--- src/rtl/alu_secuenciador_pkg.sv ---
// Shared state encodings and button indices for the ALU operator-input sequencer.
package alu_secuenciador_pkg;

   localparam int ANCHO_ESTADO = 3;

   typedef enum logic [ANCHO_ESTADO-1:0] {
      ESPERA_A  = 3'd0,
      ESPERA_B  = 3'd1,
      ESPERA_OP = 3'd2,
      EJECUTAR  = 3'd3,
      RESULTADO = 3'd4
   } estado_t;

   localparam int BTN_A        = 0;
   localparam int BTN_B        = 1;
   localparam int BTN_OP       = 2;
   localparam int BTN_CANCELAR = 3;

endpackage

--- src/rtl/alu_secuenciador_antirrebote.sv ---
// One push-button: 2-flop synchronizer, stability-count debounce, 1-cycle pulse on debounced rise.
module antirrebote #(
   parameter int CICLOS_ANTIRREBOTE = 4
) (
   input  logic clock,
   input  logic reset,
   input  logic boton,
   output logic pulso
);

   localparam int ANCHO_CNT = $clog2(CICLOS_ANTIRREBOTE + 1);
   localparam logic [ANCHO_CNT-1:0] LIMITE = ANCHO_CNT'(CICLOS_ANTIRREBOTE - 1);

   logic                 sync1;
   logic                 sync2;
   logic                 nivel;
   logic                 nivel_q;
   logic [ANCHO_CNT-1:0] cnt;

   always_ff @(posedge clock) begin
      if (reset) begin
         sync1   <= 1'b0;
         sync2   <= 1'b0;
         nivel   <= 1'b0;
         nivel_q <= 1'b0;
         cnt     <= '0;
         pulso   <= 1'b0;
      end else begin
         sync1   <= boton;
         sync2   <= sync1;
         nivel_q <= nivel;
         pulso   <= nivel & ~nivel_q;
         // The edge that would bring the count to CICLOS_ANTIRREBOTE flips the level instead.
         if (sync2 == nivel) begin
            cnt <= '0;
         end else if (cnt == LIMITE) begin
            nivel <= ~nivel;
            cnt   <= '0;
         end else begin
            cnt <= cnt + ANCHO_CNT'(1);
         end
      end
   end

endmodule

--- src/rtl/alu_secuenciador.sv ---
// Operator-input sequencer: debounced buttons load A, B and opcode in order, then capture the ALU result.
module alu_secuenciador
   import alu_secuenciador_pkg::*;
#(
   parameter int BUS_DATOS          = 4,
   parameter int CANT_BIT_OPCODE    = 4,
   parameter int CANT_BOTONES       = 4,
   parameter int CICLOS_ANTIRREBOTE = 4
) (
   input  logic                       i_clock,
   input  logic                       i_reset,
   input  logic [BUS_DATOS-1:0]       i_switches,
   input  logic [CANT_BOTONES-1:0]    i_botones,
   input  logic [BUS_DATOS-1:0]       i_resultado,
   output logic [BUS_DATOS-1:0]       o_operando_1,
   output logic [BUS_DATOS-1:0]       o_operando_2,
   output logic [CANT_BIT_OPCODE-1:0] o_opcode,
   output logic [BUS_DATOS-1:0]       o_resultado,
   output logic                       o_resultado_valido,
   output logic [ANCHO_ESTADO-1:0]    o_estado,
   output logic                       o_error
);

   logic [CANT_BOTONES-1:0]    pulsos;
   logic                       varios;
   estado_t                    estado, estado_sig;
   logic [BUS_DATOS-1:0]       op1_sig, op2_sig, res_sig;
   logic [CANT_BIT_OPCODE-1:0] opc_sig;
   logic                       error_sig;

   for (genvar g = 0; g < CANT_BOTONES; g++) begin : g_boton
      antirrebote #(.CICLOS_ANTIRREBOTE(CICLOS_ANTIRREBOTE)) u_antirrebote (
         .clock (i_clock),
         .reset (i_reset),
         .boton (i_botones[g]),
         .pulso (pulsos[g])
      );
   end

   assign varios = (pulsos & (pulsos - CANT_BOTONES'(1))) != '0;

   always_ff @(posedge i_clock) begin
      if (i_reset) begin
         estado             <= ESPERA_A;
         o_operando_1       <= '0;
         o_operando_2       <= '0;
         o_opcode           <= '0;
         o_resultado        <= '0;
         o_resultado_valido <= 1'b0;
         o_error            <= 1'b0;
      end else begin
         estado             <= estado_sig;
         o_operando_1       <= op1_sig;
         o_operando_2       <= op2_sig;
         o_opcode           <= opc_sig;
         o_resultado        <= res_sig;
         o_resultado_valido <= (estado_sig == RESULTADO);
         o_error            <= error_sig;
      end
   end

   assign o_estado = estado;

   always_comb begin
      estado_sig = estado;
      op1_sig    = o_operando_1;
      op2_sig    = o_operando_2;
      opc_sig    = o_opcode;
      res_sig    = o_resultado;
      error_sig  = 1'b0;
      case (estado)
         ESPERA_A, ESPERA_B, ESPERA_OP, RESULTADO: begin
            if (varios) begin
               error_sig = 1'b1;
            end else if (pulsos[BTN_CANCELAR]) begin
               estado_sig = ESPERA_A;
            end else if (pulsos[BTN_A]) begin
               op1_sig = i_switches;
               if (estado inside {ESPERA_A, RESULTADO}) estado_sig = ESPERA_B;
            end else if (pulsos[BTN_B]) begin
               if (estado == ESPERA_A) begin
                  error_sig = 1'b1;
               end else begin
                  op2_sig    = i_switches;
                  estado_sig = ESPERA_OP;
               end
            end else if (pulsos[BTN_OP]) begin
               if (estado inside {ESPERA_A, ESPERA_B}) begin
                  error_sig = 1'b1;
               end else begin
                  opc_sig    = i_switches[CANT_BIT_OPCODE-1:0];
                  estado_sig = EJECUTAR;
               end
            end
         end
         // Pulses arriving here are dropped: the ALU inputs are settled, just capture.
         EJECUTAR: begin
            res_sig    = i_resultado;
            estado_sig = RESULTADO;
         end
         default: estado_sig = ESPERA_A;
      endcase
   end

endmodule

--- config.mk ---
export PLATFORM = sky130hd
export DESIGN_NAME = alu_secuenciador
export DESIGN_NICKNAME = d
export VERILOG_FILES = /design/src/rtl/alu_secuenciador_pkg.sv /design/src/rtl/alu_secuenciador_antirrebote.sv /design/src/rtl/alu_secuenciador.sv
export SDC_FILE = /design/constraint.sdc
export NUM_CORES = 1
export LEC_CHECK = 0
export ABC_AREA = 1
export CAP_MARGIN = 5
export CORE_MARGIN = 1.5
export CORE_UTILIZATION = 30
export DETAILED_ROUTE_END_ITERATION = 6
export GPL_TIMING_DRIVEN = 0
export PLACE_DENSITY = 0.55
export SYNTH_ARGS = -nofsm -noshare
export SYNTH_HDL_FRONTEND = slang
export SYNTH_SLANG_ARGS = --single-unit
--- constraint.sdc ---
create_clock -name i_clock -period 1.6 [get_ports i_clock]
set_clock_uncertainty 0.2 [all_clocks]
set_input_delay 0.32 -clock i_clock [delete_from_list [all_inputs] [get_ports i_clock]]
set_output_delay 0.32 -clock i_clock [all_outputs]
set_load 0.02 [all_outputs]
==> impl_metrics.ini <==
[run_status]
status = completed

[global_route]
grt_max_degree = 16
met3_usage_pct = 3.34
grt_pass1_vias = 1499
overflow = 0
grt_util_met1_pct = 14.2
grt_use_met2_pct = 18.8
antenna_found_initial = 0
track_usage_pct = 11.4
grt_pass1_wl_um = 6620
top_usage_layer = met2

[critical_path]
critPathTopFamily = flip-flops
worstPathRequired_ns = 1.08
cpMaxStageDelayCell = dfxtp_2
crit_buf_inv = 1
cp_max_fo = 7
slowest_delay_ns = 0.41
critPathKind = reg -> out
critPathCaptureType = output port
crit_arrival_ns = 1.04
crit_path_start_kind = flip-flop
worstPathCellList = clkdlybuf4s15_1

[clocking]
clk_pin_slew_ns = 0.09
cts_max_level = 2
cts_tree = done
postCtsHoldBufs = 0
cts_buffers = 5
cts.sinks = 53
cts-root-buf = clkbuf_8
post_cts_buffers = 0
cts.path.max_buffers = 2
clock_latency_ns = 0.30

[finish]
instances_no_fill = 363
design_area_mm2 = 0.00248
area_growth_pct = 24.5
final_layout_size_suffix_gt1_share_pct = 9.09
mostFrequentLayoutCells = nor2_1 (54), dfxtp_1 (50), inv_1 (32), nand2_1 (25)
final_util_pct = 38.8
insertedDiodeCount = 0
fin_nets = 307
final_common_cell = nor2_1

[timing]
fmax_ghz = 0.643
worst_slew_pin_slew_ns = 0.427
fin_crit_ns = 1.56
period_share_pct = 97.2
slew_headroom_pct = 71.5
setup_viol_count_final = 0
hold_viol = 0
report.final.slew_viol_count = 0
rsz0062_at_grt = false

[power]
ir_worst_vdd_mv = 0.463
pwr-share-comb_pct = 3.6
p_switching_uw = 463
p_clk_share_pct = 34.1
swShare_pct = 21.6
seq_power_share_pct = 62.3
p_int_uw = 1680
p_leak_uw = 0.00108
power.density_mw_per_mm2 = 865

[synth]
yosysSeqAreaShare_pct = 53.4
syn_area_per_cell_um2 = 8.11
synthCells = 245
yosysTopAreaCellShare_pct = 53.4
ys_ff_latch = 53
netlist_area_mm2 = 0.00199
syn_nets = 267
synth.area.top_cells = dfxtp_1 (53%), nor2_1 (10%), inv_1 (6.0%), ha_1 (5.0%), nand2_1 (4.7%)
yosysWarningCount = 0
synth_cell_type_count = 21
yosysTopAreaCell = dfxtp_1

[placement]
dpl.hpwl_um = 2760
finalWeightedCongestion = 0.782
dp.cells = 355
portBuffers = 33
place_area_mm2 = 0.00241

[routing]
wl_per_cell_um = 10.1
drc = 0
vias = 1580
drtIter0Drc = 65
ant_nets = 0
finalWirelength_um = 3680
viasPerCell = 4.35
dr.pass1.iters = 4

[floorplanning]
die_area_mm2 = 0.00712
core_mm2 = 0.00639
rows = 29
dieHeight_um = 84.4
io_pins = 35
die_w_um = 84.4
start_util_pct = 31.1

[min_path]
hp-class = reg -> reg

[run]
drv_cap = 0
-- synth_stat cells --
cell type / number
a21oi_1: 18
buf_2: 1
clkbuf_1: 3
dfxtp_1: 53
ha_1: 8
inv_1: 32
inv_2: 2
inv_4: 1
nand2_1: 25
nand2_2: 3
nand2_4: 2
nand3_1: 6
nand3_2: 1
nor2_1: 54
nor2_2: 2
nor2_4: 2
nor3_1: 9
o211ai_1: 4
o21ai_0: 16
o21ai_1: 2
o21ai_2: 1
-- stage by stage --
stage / setup TNS, ns / setup slack [ns] / hold slack (ns) / total power, uW
finish: 0 / 0.0444 / 0.191 / 2140
global placement: -0.175 / -0.0471 / 0.178 / 1440
detailed placement: -0.112 / -0.0454 / 0.181 / 1440
floorplan: 0 / 0.154 / 0.173 / 1400
global route: 0 / 0.00209 / 0.208 / 2240
CTS: 0 / 0.0169 / 0.195 / 2180
-- worst reg2reg max path: stages, from the launching register on --
cell     delay [ns]
dfxtp_1        0.38
inv_1          0.11
o21ai_0        0.17
nor2_2         0.17
nand2_4        0.08
o21ai_0        0.21
nor2_1         0.07
-- power groups by stage --
| stage | sequential, uW | clock [uW] | combinational [uW] |
|---|---|---|---|
| 2_1_floorplan | 1370 | 0 | 34.3 |
| 3_3_place_gp | 1370 | 0 | 77.8 |
| 3_5_place_dp | 1370 | 0 | 77.6 |
| 4_1_cts | 1340 | 768 | 78.0 |
| 5_1_grt | 1340 | 817 | 88.6 |
| 6_report | 1340 | 730 | 76.7 |
-- worst paths after layout --
path | start | slack (ns) | endpoint | cells past startpoint
worst max-delay path | o_estado[2]$_SDFF_PP0_ | 0.04 | o_estado[2] | 1
worst min-delay path | g_boton[3].u_antirrebote.nivel_q$_SDFF_PP0_ | 0.19 | g_boton[3].u_antirrebote.pulso$_SDFF_PP0_ | 1
worst max register to register | g_boton[1].u_antirrebote.pulso$_SDFF_PP0_ | 0.11 | o_opcode[2]$_SDFFE_PP0P_ | 6
worst min register to register | g_boton[3].u_antirrebote.nivel_q$_SDFF_PP0_ | 0.19 | g_boton[3].u_antirrebote.pulso$_SDFF_PP0_ | 1
-- area by class of cell --
type	count	area (um^2)
plain buffers	4	16.3
multi-input cells	153	777
fillers	680	3910
well taps	77	96.3
inverters	35	134
clock buffers	7	76.3
flip-flops and latches	53	1060
repair buffers	33	304
clock inverters	1	7.51
-- repair_timing --
item,4_1_cts,5_1_grt
setup endpoints to repair,22,1
gates cloned,0,0
resized for setup,28,1
-- cell families (layout without fill, tap and decap cells) --
group	after synthesis	count (layout)	synth area share (%)
and+or+nand+nor	104	104	23.0
DFF	53	53	53.4
AOI/OAI and AO/OA	41	41	11.0
buffers and inverters	39	80	7.55
adders and majority gates	8	8	5.03
-- sequential cells by signal (all words and copies together), names as in the netlist --
signal / cells
o_resultado_valido: 1
o_opcode: 4
g_boton.u_antirrebote.nivel: 4
o_estado: 3
o_operando_1: 4
g_boton.u_antirrebote.sync1: 4
g_boton.u_antirrebote.pulso: 4
g_boton.u_antirrebote.cnt: 12
o_operando_2: 4
g_boton.u_antirrebote.nivel_q: 4
g_boton.u_antirrebote.sync2: 4
o_resultado: 4
o_error: 1
-- layer usage --
metal / part of all wire [%] / vias up
li1: - / 851
met1: 49 / 691
met2: 45 / 31
met3: 4.8 / 7
met4: 1.8 / 0
met5: 0 / -
(Power assumes the default switching activity.)
